## src/rtl/cpu_types_pkg.sv

```systemverilog
// cpu_types_pkg: types and constants shared by the fetch stage.
//   word_t        : 32-bit instruction / address word
//   PC_INCR       : sequential PC step
//   fetch_state_t : fetch FSM states
//   ifid_t        : IF/ID latch contents
//   align_word()  : clears the two low address bits
package cpu_types_pkg;

    localparam int XLEN = 32;

    typedef logic [XLEN-1:0] word_t;

    localparam word_t PC_INCR = 32'd4;

    typedef enum logic [1:0] {
        FETCH  = 2'd0,
        DROP   = 2'd1,
        HOLD   = 2'd2,
        HALTED = 2'd3
    } fetch_state_t;

    typedef struct packed {
        logic  valid;
        word_t instr;
        word_t pc;
        word_t npc;
    } ifid_t;

    function automatic word_t align_word(input word_t a);
        return {a[XLEN-1:2], 2'b00};
    endfunction

endpackage

```

## src/rtl/fetch_hold_buf.sv

```systemverilog
// fetch_hold_buf: single-entry buffer for an instruction that arrived from
// the icache while decode was stalled.
// Ports:
//   CLK, nRST         clock, async active-low reset
//   load              capture load_instr/load_pc, mark full
//   drain             consumer took the entry, mark empty
//   clr               discard the entry (redirect / halt); wins over load
//   load_instr/pc     data to capture
//   valid, instr, pc  buffer contents
module fetch_hold_buf
    import cpu_types_pkg::*;
(
    input  logic  CLK,
    input  logic  nRST,
    input  logic  load,
    input  logic  drain,
    input  logic  clr,
    input  word_t load_instr,
    input  word_t load_pc,
    output logic  valid,
    output word_t instr,
    output word_t pc
);

    always_ff @(posedge CLK or negedge nRST) begin
        if (!nRST) begin
            valid <= 1'b0;
            instr <= '0;
            pc    <= '0;
        end else if (clr) begin
            valid <= 1'b0;
        end else if (load) begin
            valid <= 1'b1;
            instr <= load_instr;
            pc    <= load_pc;
        end else if (drain) begin
            valid <= 1'b0;
        end
    end

endmodule

```

## src/rtl/fetch_stage.sv

```systemverilog
// fetch_stage: instruction fetch for one pipeline core. Owns the PC, talks
// to the icache and fills the IF/ID latch.
// Ports:
//   CLK, nRST      clock, async active-low reset
//   ihit, iload    icache response and instruction word
//   iREN, iaddr    icache read request and address (iaddr == pc)
//   stall          ID cannot accept; IF/ID latch holds
//   redirect       taken branch / JAL / JALR; redirect_pc is the target
//   halt           HALT decoded in ID
//   ifid_*         IF/ID latch: valid, instr, pc, npc (= pc + 4)
//   dbg_state      current fetch FSM state
// Optional build macro FETCH_PERF_CNT_EN adds fetch_cnt / stall_cnt
// (saturating, frozen once halted).
//
// Icache handshake: iREN is the request valid, ihit is the response.
// While iREN=1, iaddr stays constant until the cycle ihit=1; the word on
// iload is only meaningful in that cycle. A request in flight can never
// be cancelled, only its data discarded (DROP, and HALTED with halt_wait).
module fetch_stage
    import cpu_types_pkg::*;
#(
    parameter logic [31:0] PC_INIT = 32'h0000_0000,
    parameter int          WORD_W  = 32
) (
    input  logic              CLK,
    input  logic              nRST,
    input  logic              ihit,
    input  logic [WORD_W-1:0] iload,
    output logic              iREN,
    output logic [WORD_W-1:0] iaddr,
    input  logic              stall,
    input  logic              redirect,
    input  logic [WORD_W-1:0] redirect_pc,
    input  logic              halt,
    output logic              ifid_valid,
    output logic [WORD_W-1:0] ifid_instr,
    output logic [WORD_W-1:0] ifid_pc,
    output logic [WORD_W-1:0] ifid_npc,
    output fetch_state_t      dbg_state
`ifdef FETCH_PERF_CNT_EN
    ,
    output logic [31:0]       fetch_cnt,
    output logic [31:0]       stall_cnt
`endif
);

    fetch_state_t state, state_n;
    word_t        pc, pc_n;
    word_t        drop_target, drop_target_n;
    logic         halt_wait, halt_wait_n;
    ifid_t        ifid, ifid_n;

    logic         hold_load, hold_drain, hold_clr;
    logic         hold_valid;
    word_t        hold_instr, hold_pc;
    word_t        target;

    assign target = align_word(redirect_pc);

    // HALTED keeps requesting only while the request issued before the
    // halt is still waiting for its ihit.
    assign iREN = (state == FETCH) || (state == DROP) ||
                  ((state == HALTED) && halt_wait);

    fetch_hold_buf u_hold (
        .CLK        (CLK),
        .nRST       (nRST),
        .load       (hold_load),
        .drain      (hold_drain),
        .clr        (hold_clr),
        .load_instr (iload),
        .load_pc    (pc),
        .valid      (hold_valid),
        .instr      (hold_instr),
        .pc         (hold_pc)
    );

    always_ff @(posedge CLK or negedge nRST) begin
        if (!nRST) begin
            state       <= FETCH;
            pc          <= align_word(PC_INIT);
            drop_target <= '0;
            halt_wait   <= 1'b0;
            ifid        <= '0;
        end else begin
            state       <= state_n;
            pc          <= pc_n;
            drop_target <= drop_target_n;
            halt_wait   <= halt_wait_n;
            ifid        <= ifid_n;
        end
    end

    always_comb begin
        state_n       = state;
        pc_n          = pc;
        drop_target_n = drop_target;
        halt_wait_n   = halt_wait;
        ifid_n        = ifid;
        hold_load     = 1'b0;
        hold_drain    = 1'b0;
        hold_clr      = 1'b0;

        if (state == HALTED) begin
            // Only the leftover request can complete; its data is dropped.
            if (ihit) halt_wait_n = 1'b0;
        end else if (redirect) begin
            ifid_n.valid = 1'b0;
            hold_clr     = 1'b1;
            if (iREN && !ihit) begin
                // Old request still in flight: wait it out in DROP.
                state_n       = DROP;
                drop_target_n = target;
            end else begin
                pc_n    = target;
                state_n = FETCH;
            end
        end else if (halt) begin
            ifid_n.valid = 1'b0;
            hold_clr     = 1'b1;
            state_n      = HALTED;
            halt_wait_n  = iREN && !ihit;
        end else begin
            case (state)
                FETCH: begin
                    if (ihit) begin
                        if (stall) begin
                            hold_load = 1'b1;
                            pc_n      = pc + PC_INCR;
                            state_n   = HOLD;
                        end else begin
                            ifid_n.valid = 1'b1;
                            ifid_n.instr = iload;
                            ifid_n.pc    = pc;
                            ifid_n.npc   = pc + PC_INCR;
                            pc_n         = pc + PC_INCR;
                        end
                    end else if (!stall) begin
                        ifid_n.valid = 1'b0;
                    end
                end
                DROP: begin
                    if (ihit) begin
                        pc_n    = drop_target;
                        state_n = FETCH;
                    end
                end
                HOLD: begin
                    if (!stall) begin
                        ifid_n.valid = hold_valid;
                        ifid_n.instr = hold_instr;
                        ifid_n.pc    = hold_pc;
                        ifid_n.npc   = hold_pc + PC_INCR;
                        hold_drain   = 1'b1;
                        state_n      = FETCH;
                    end
                end
                default: ;
            endcase
        end
    end

    assign iaddr      = pc;
    assign ifid_valid = ifid.valid;
    assign ifid_instr = ifid.instr;
    assign ifid_pc    = ifid.pc;
    assign ifid_npc   = ifid.npc;
    assign dbg_state  = state;

`ifdef FETCH_PERF_CNT_EN
    logic fetch_inc;

    // A live instruction enters IF/ID from the icache or from the hold buffer.
    assign fetch_inc = !redirect && !halt && !stall &&
                       (((state == FETCH) && ihit) || (state == HOLD));

    always_ff @(posedge CLK or negedge nRST) begin
        if (!nRST) begin
            fetch_cnt <= '0;
            stall_cnt <= '0;
        end else if (state != HALTED) begin
            if (fetch_inc && (fetch_cnt != '1))
                fetch_cnt <= fetch_cnt + 32'd1;
            if (iREN && !ihit && (stall_cnt != '1))
                stall_cnt <= stall_cnt + 32'd1;
        end
    end
`endif

endmodule

```

## config.mk

```make
export PLATFORM = sky130hd
export DESIGN_NAME = fetch_stage
export DESIGN_NICKNAME = d
export VERILOG_FILES = /design/src/rtl/cpu_types_pkg.sv /design/src/rtl/fetch_hold_buf.sv /design/src/rtl/fetch_stage.sv
export SDC_FILE = /design/constraint.sdc
export NUM_CORES = 1
export LEC_CHECK = 0
export CAP_MARGIN = 20
export CORE_ASPECT_RATIO = 1.5
export CORE_MARGIN = 2
export CORE_UTILIZATION = 45
export DETAILED_ROUTE_END_ITERATION = 12
export MAX_ROUTING_LAYER = met4
export PLACE_DENSITY = 0.78
export SKIP_CTS_REPAIR_TIMING = 1
export SLEW_MARGIN = 20
export SYNTH_ARGS = -nofsm -noshare
export SYNTH_HDL_FRONTEND = slang
export SYNTH_SLANG_ARGS = --single-unit
```

## constraint.sdc

```tcl
create_clock -name CLK -period 4.1 [get_ports CLK]
set_clock_uncertainty 0.1 [all_clocks]
set_input_delay 0.615 -clock CLK [delete_from_list [all_inputs] [get_ports CLK]]
set_output_delay 0.615 -clock CLK [all_outputs]
set_load 0.1 [all_outputs]
```

==> flow_summary.html <==
<table>
<tr><th>Metric</th><th>Value</th></tr>
<tr><th colspan="2">Cells and area</th></tr>
<tr><td>Area growth syn-to-layout</td><td>26.8%</td></tr>
<tr><td>Fraction of final layout cells with drive strength greater than 1</td><td>12.7%</td></tr>
<tr><td>Fill cells</td><td>2027</td></tr>
<tr><td>Net count of the finished layout</td><td>1269</td></tr>
<tr><td>Number of inserted diodes</td><td>0</td></tr>
<tr><td>Footprint of the multi-input gates</td><td>0.00503 sq mm</td></tr>
<tr><td>Reg area</td><td>0.00548 sq mm</td></tr>
<tr><th colspan="2">Placement</th></tr>
<tr><td>Global placer's final weighted congestion</td><td>0.915</td></tr>
<tr><td>Number of I/O port buffers</td><td>193</td></tr>
<tr><td>Half-perimeter wire length after detailed placement</td><td>19500 um</td></tr>
<tr><th colspan="2">Clocking</th></tr>
<tr><td>H-tree depth</td><td>1</td></tr>
<tr><td>Clock tree from TritonCTS</td><td>yes</td></tr>
<tr><td>Num CTS Buffers</td><td>22</td></tr>
<tr><td>Clock Sinks</td><td>219</td></tr>
<tr><td>Worst skew pair latency</td><td>0.50 ns</td></tr>
<tr><td>CTS Root Buffer Type</td><td>clkbuf_16</td></tr>
<tr><td>Clock Path Buffers</td><td>3</td></tr>
<tr><td>Clock slew at the register clock pins of the worst setup and hold paths</td><td>0.06 ns</td></tr>
<tr><th colspan="2">Drt</th></tr>
<tr><td>DRT Wirelength</td><td>27700 um</td></tr>
<tr><td>Number of search-and-repair iterations in the first detailed-routing pass</td><td>5</td></tr>
<tr><td>Detailed-route wire length per cell</td><td>18.2 um</td></tr>
<tr><td>Total number of vias</td><td>8498</td></tr>
<tr><td>Via count normalized by instance count</td><td>5.57</td></tr>
<tr><td>Final routed DRC violation total</td><td>0</td></tr>
<tr><td>Highest metal layer with signal wires</td><td>met4</td></tr>
<tr><td>Count of antenna-violating nets left after detailed routing</td><td>0</td></tr>
<tr><td>Routed length on met2</td><td>14000 um</td></tr>
<tr><td>Met3 layer wire length in the routed design</td><td>1590 um</td></tr>
<tr><td>Initial DRC count</td><td>485</td></tr>
<tr><td>Wire length the detailed router placed on met1</td><td>11000 um</td></tr>
<tr><th colspan="2">Floorplanning</th></tr>
<tr><td>Effective utilization at floorplan</td><td>45.8%</td></tr>
<tr><td>Placement row count</td><td>69</td></tr>
<tr><td>Floorplan die width</td><td>131 um</td></tr>
<tr><td>Total Die Area</td><td>0.0255 sq mm</td></tr>
<tr><td>DIE HEIGHT</td><td>194 um</td></tr>
<tr><td>Placeable core region</td><td>0.0237 sq mm</td></tr>
<tr><td>I/O pin count</td><td>202</td></tr>
<tr><th colspan="2">Synthesis</th></tr>
<tr><td>Async set-or-reset flop fraction in the synthesized netlist</td><td>100%</td></tr>
<tr><td>Count of flip-flops with a built-in enable after synthesis</td><td>0</td></tr>
<tr><td>Top cells by instance count after synthesis</td><td>dfrtp_1 (219), nand2_1 (133), o21ai_0 (100)</td></tr>
<tr><td>Post-synth top area cell</td><td>dfrtp_1</td></tr>
<tr><td>Mean area per synthesized cell</td><td>10.4 sq um</td></tr>
<tr><td>Number of instances in the synthesized netlist</td><td>1041</td></tr>
<tr><td>Post-synthesis register bit count</td><td>219</td></tr>
<tr><td>Most numerous cell in the Yosys netlist</td><td>dfrtp_1</td></tr>
<tr><td>Synth top area cells</td><td>dfrtp_1 (50%), mux2_2 (9.4%), mux2i_1 (7.3%)</td></tr>
<tr><td>Cell area after technology mapping</td><td>0.0109 sq mm</td></tr>
<tr><td>Top_reg_cell synth</td><td>dfrtp_1</td></tr>
<tr><td>Cell variety after synth</td><td>61</td></tr>
<tr><td>Area share of the largest cell type after synthesis</td><td>50.4%</td></tr>
<tr><td>Number of synthesis warnings</td><td>0</td></tr>
<tr><td>Sequential area share after synthesis</td><td>50.4%</td></tr>
<tr><th colspan="2">Timing</th></tr>
<tr><td>Max-slew headroom</td><td>24.6%</td></tr>
<tr><td>RSZ-0062 raised after global routing</td><td>no</td></tr>
<tr><td>Number of setup violations in the final report</td><td>0</td></tr>
<tr><td>Period utilisation layout</td><td>74.8%</td></tr>
<tr><td>Final count of pins violating max slew</td><td>0</td></tr>
<tr><td>Worst Max-Slew Pin Slew</td><td>1.13 ns</td></tr>
<tr><td>Post-layout minimum cycle time</td><td>3.07 ns</td></tr>
<tr><td>Fin Setup TNS</td><td>0 ns</td></tr>
<tr><td>Fin. Hold Viols</td><td>0</td></tr>
<tr><td>Highest clock frequency the design can meet</td><td>326 MHz</td></tr>
<tr><th colspan="2">Critical path</th></tr>
<tr><td>Crit path buf inv count</td><td>2</td></tr>
<tr><td>Slowest-stage cell, CP</td><td>buf_4</td></tr>
<tr><td>Req. time, crit path</td><td>4.44 ns</td></tr>
<tr><td>Source of the critical timing path</td><td>dbg_state[0]$_DFFE_PN0P_</td></tr>
<tr><td>Arrival time of data at the critical path endpoint</td><td>3.41 ns</td></tr>
<tr><td>Worst reg2reg path startpoint</td><td>dbg_state[0]$_DFFE_PN0P_</td></tr>
<tr><td>Crit end category</td><td>flip-flop</td></tr>
<tr><td>Crit path max fanout</td><td>71</td></tr>
<tr><td>Crit path cell chain</td><td>inv_1 -&gt; ha_4 -&gt; buf_4 -&gt; nand2_1 -&gt; a21oi_1 -&gt; a221o_1</td></tr>
<tr><td>Startpoint Class</td><td>flip-flop</td></tr>
<tr><td>Largest delay share family, worst path</td><td>buffers and inverters</td></tr>
<tr><td>Largest stage delay, worst path</td><td>0.91 ns</td></tr>
<tr><td>Critical Setup Path Class</td><td>flip-flop to flip-flop</td></tr>
<tr><th colspan="2">Min path</th></tr>
<tr><td>Min-delay worst type</td><td>input port to async pin</td></tr>
<tr><th colspan="2">Global routing</th></tr>
<tr><td>Maximum number of pins on one net before global-route repair</td><td>126</td></tr>
<tr><td>Global routing usage summed across all routing layers</td><td>22.2%</td></tr>
<tr><td>Overflow after GRT</td><td>0</td></tr>
<tr><td>Antenna violations before repair</td><td>0</td></tr>
<tr><td>Number of global-route vias before repair</td><td>8328</td></tr>
<tr><td>Global-route wire length before repair</td><td>44100 um</td></tr>
<tr><th colspan="2">Run status</th></tr>
<tr><td>Result of the run</td><td>finished clean</td></tr>
<tr><th colspan="2">Run</th></tr>
<tr><td>Max-cap check violation count</td><td>0</td></tr>
</table>
[logic make-up after synthesis]
family | count (synthesis) | synth area share (%)
XOR/XNOR | 46 | 3.70
AO/OA/AOI/OAI | 207 | 11.8
flip-flops | 219 | 50.4
AND/OR/NAND/NOR | 294 | 12.9
buffers and inverters | 98 | 3.81
other | 1 | 0.0345
multiplexers | 170 | 16.7
adder cells (fa/ha/maj) | 6 | 0.690
[cell usage in the layout (no fill, tap or decap), drive strengths merged, types with 27 or more instances in the layout]
cell,instances
dfrtp,219
clkdlybuf4s50,191
nand2,133
o21ai,100
mux2,91
mux2i,79
nor2,42
clkbuf,35
a21oi,33
nand3,27
[worst paths after layout]
check / to / slack, ns / depth (start not counted)
min in group CLK: ifid_pc[29]$_DFFE_PN0P_ / 0.38 / 2
hold reg to reg: ifid_pc[29]$_DFFE_PN0P_ / 0.38 / 2
max in group asynchronous: u_hold.instr[9]$_DFFE_PN0P_ / 2.80 / 2
hold / removal: drop_target[2]$_DFFE_PN0P_ / 0.1 / 1
setup / recovery: ifid_npc[26]$_DFFE_PN0P_ / 1.03 / 6
setup reg to reg: ifid_npc[26]$_DFFE_PN0P_ / 1.03 / 6
[routing by layer]
metal	vias to the layer above	global-route usage (%)
met3	64	2.73
met4	0	8.83
li1	4017	-
met5	-	-
met1	4125	27.0
met2	292	37.2
[final cells by class]
cell class	count	area share [%]
inverter	14	0.381
clock inverter	4	0.553
tap	319	2.89
timing repair buffer	207	15.1
sequential	219	39.7
clock buffer	35	4.86
multi-input combinational	729	36.5
[registers in the layout, summed over array words and instances, names as in the netlist]
name / flops
ifid_instr: 32
ifid_npc: 30
u_hold.valid: 1
u_hold.instr: 32
ifid_pc: 30
halt_wait: 1
drop_target: 30
u_hold.pc: 30
ifid_valid: 1
dbg_state: 2
iaddr: 30
[metrics by stage]
stage	cell area (sq um)	std cells	setup WS, ns	utilization, %	hold slack, ns
6_report	13800	1527	1.03	58.1	0.0994
4_1_cts	13800	1526	0.973	58.0	0.148
3_3_place_gp	13000	1487	0.739	54.8	0.361
2_1_floorplan	10900	1046	1.02	-	0.219
3_5_place_dp	13000	1487	0.628	54.8	0.366
5_1_grt	13800	1527	0.782	58.1	0.189
Power is not shown: default switching activity piles up to over one toggle a cycle in this logic, so the estimate is an artifact.
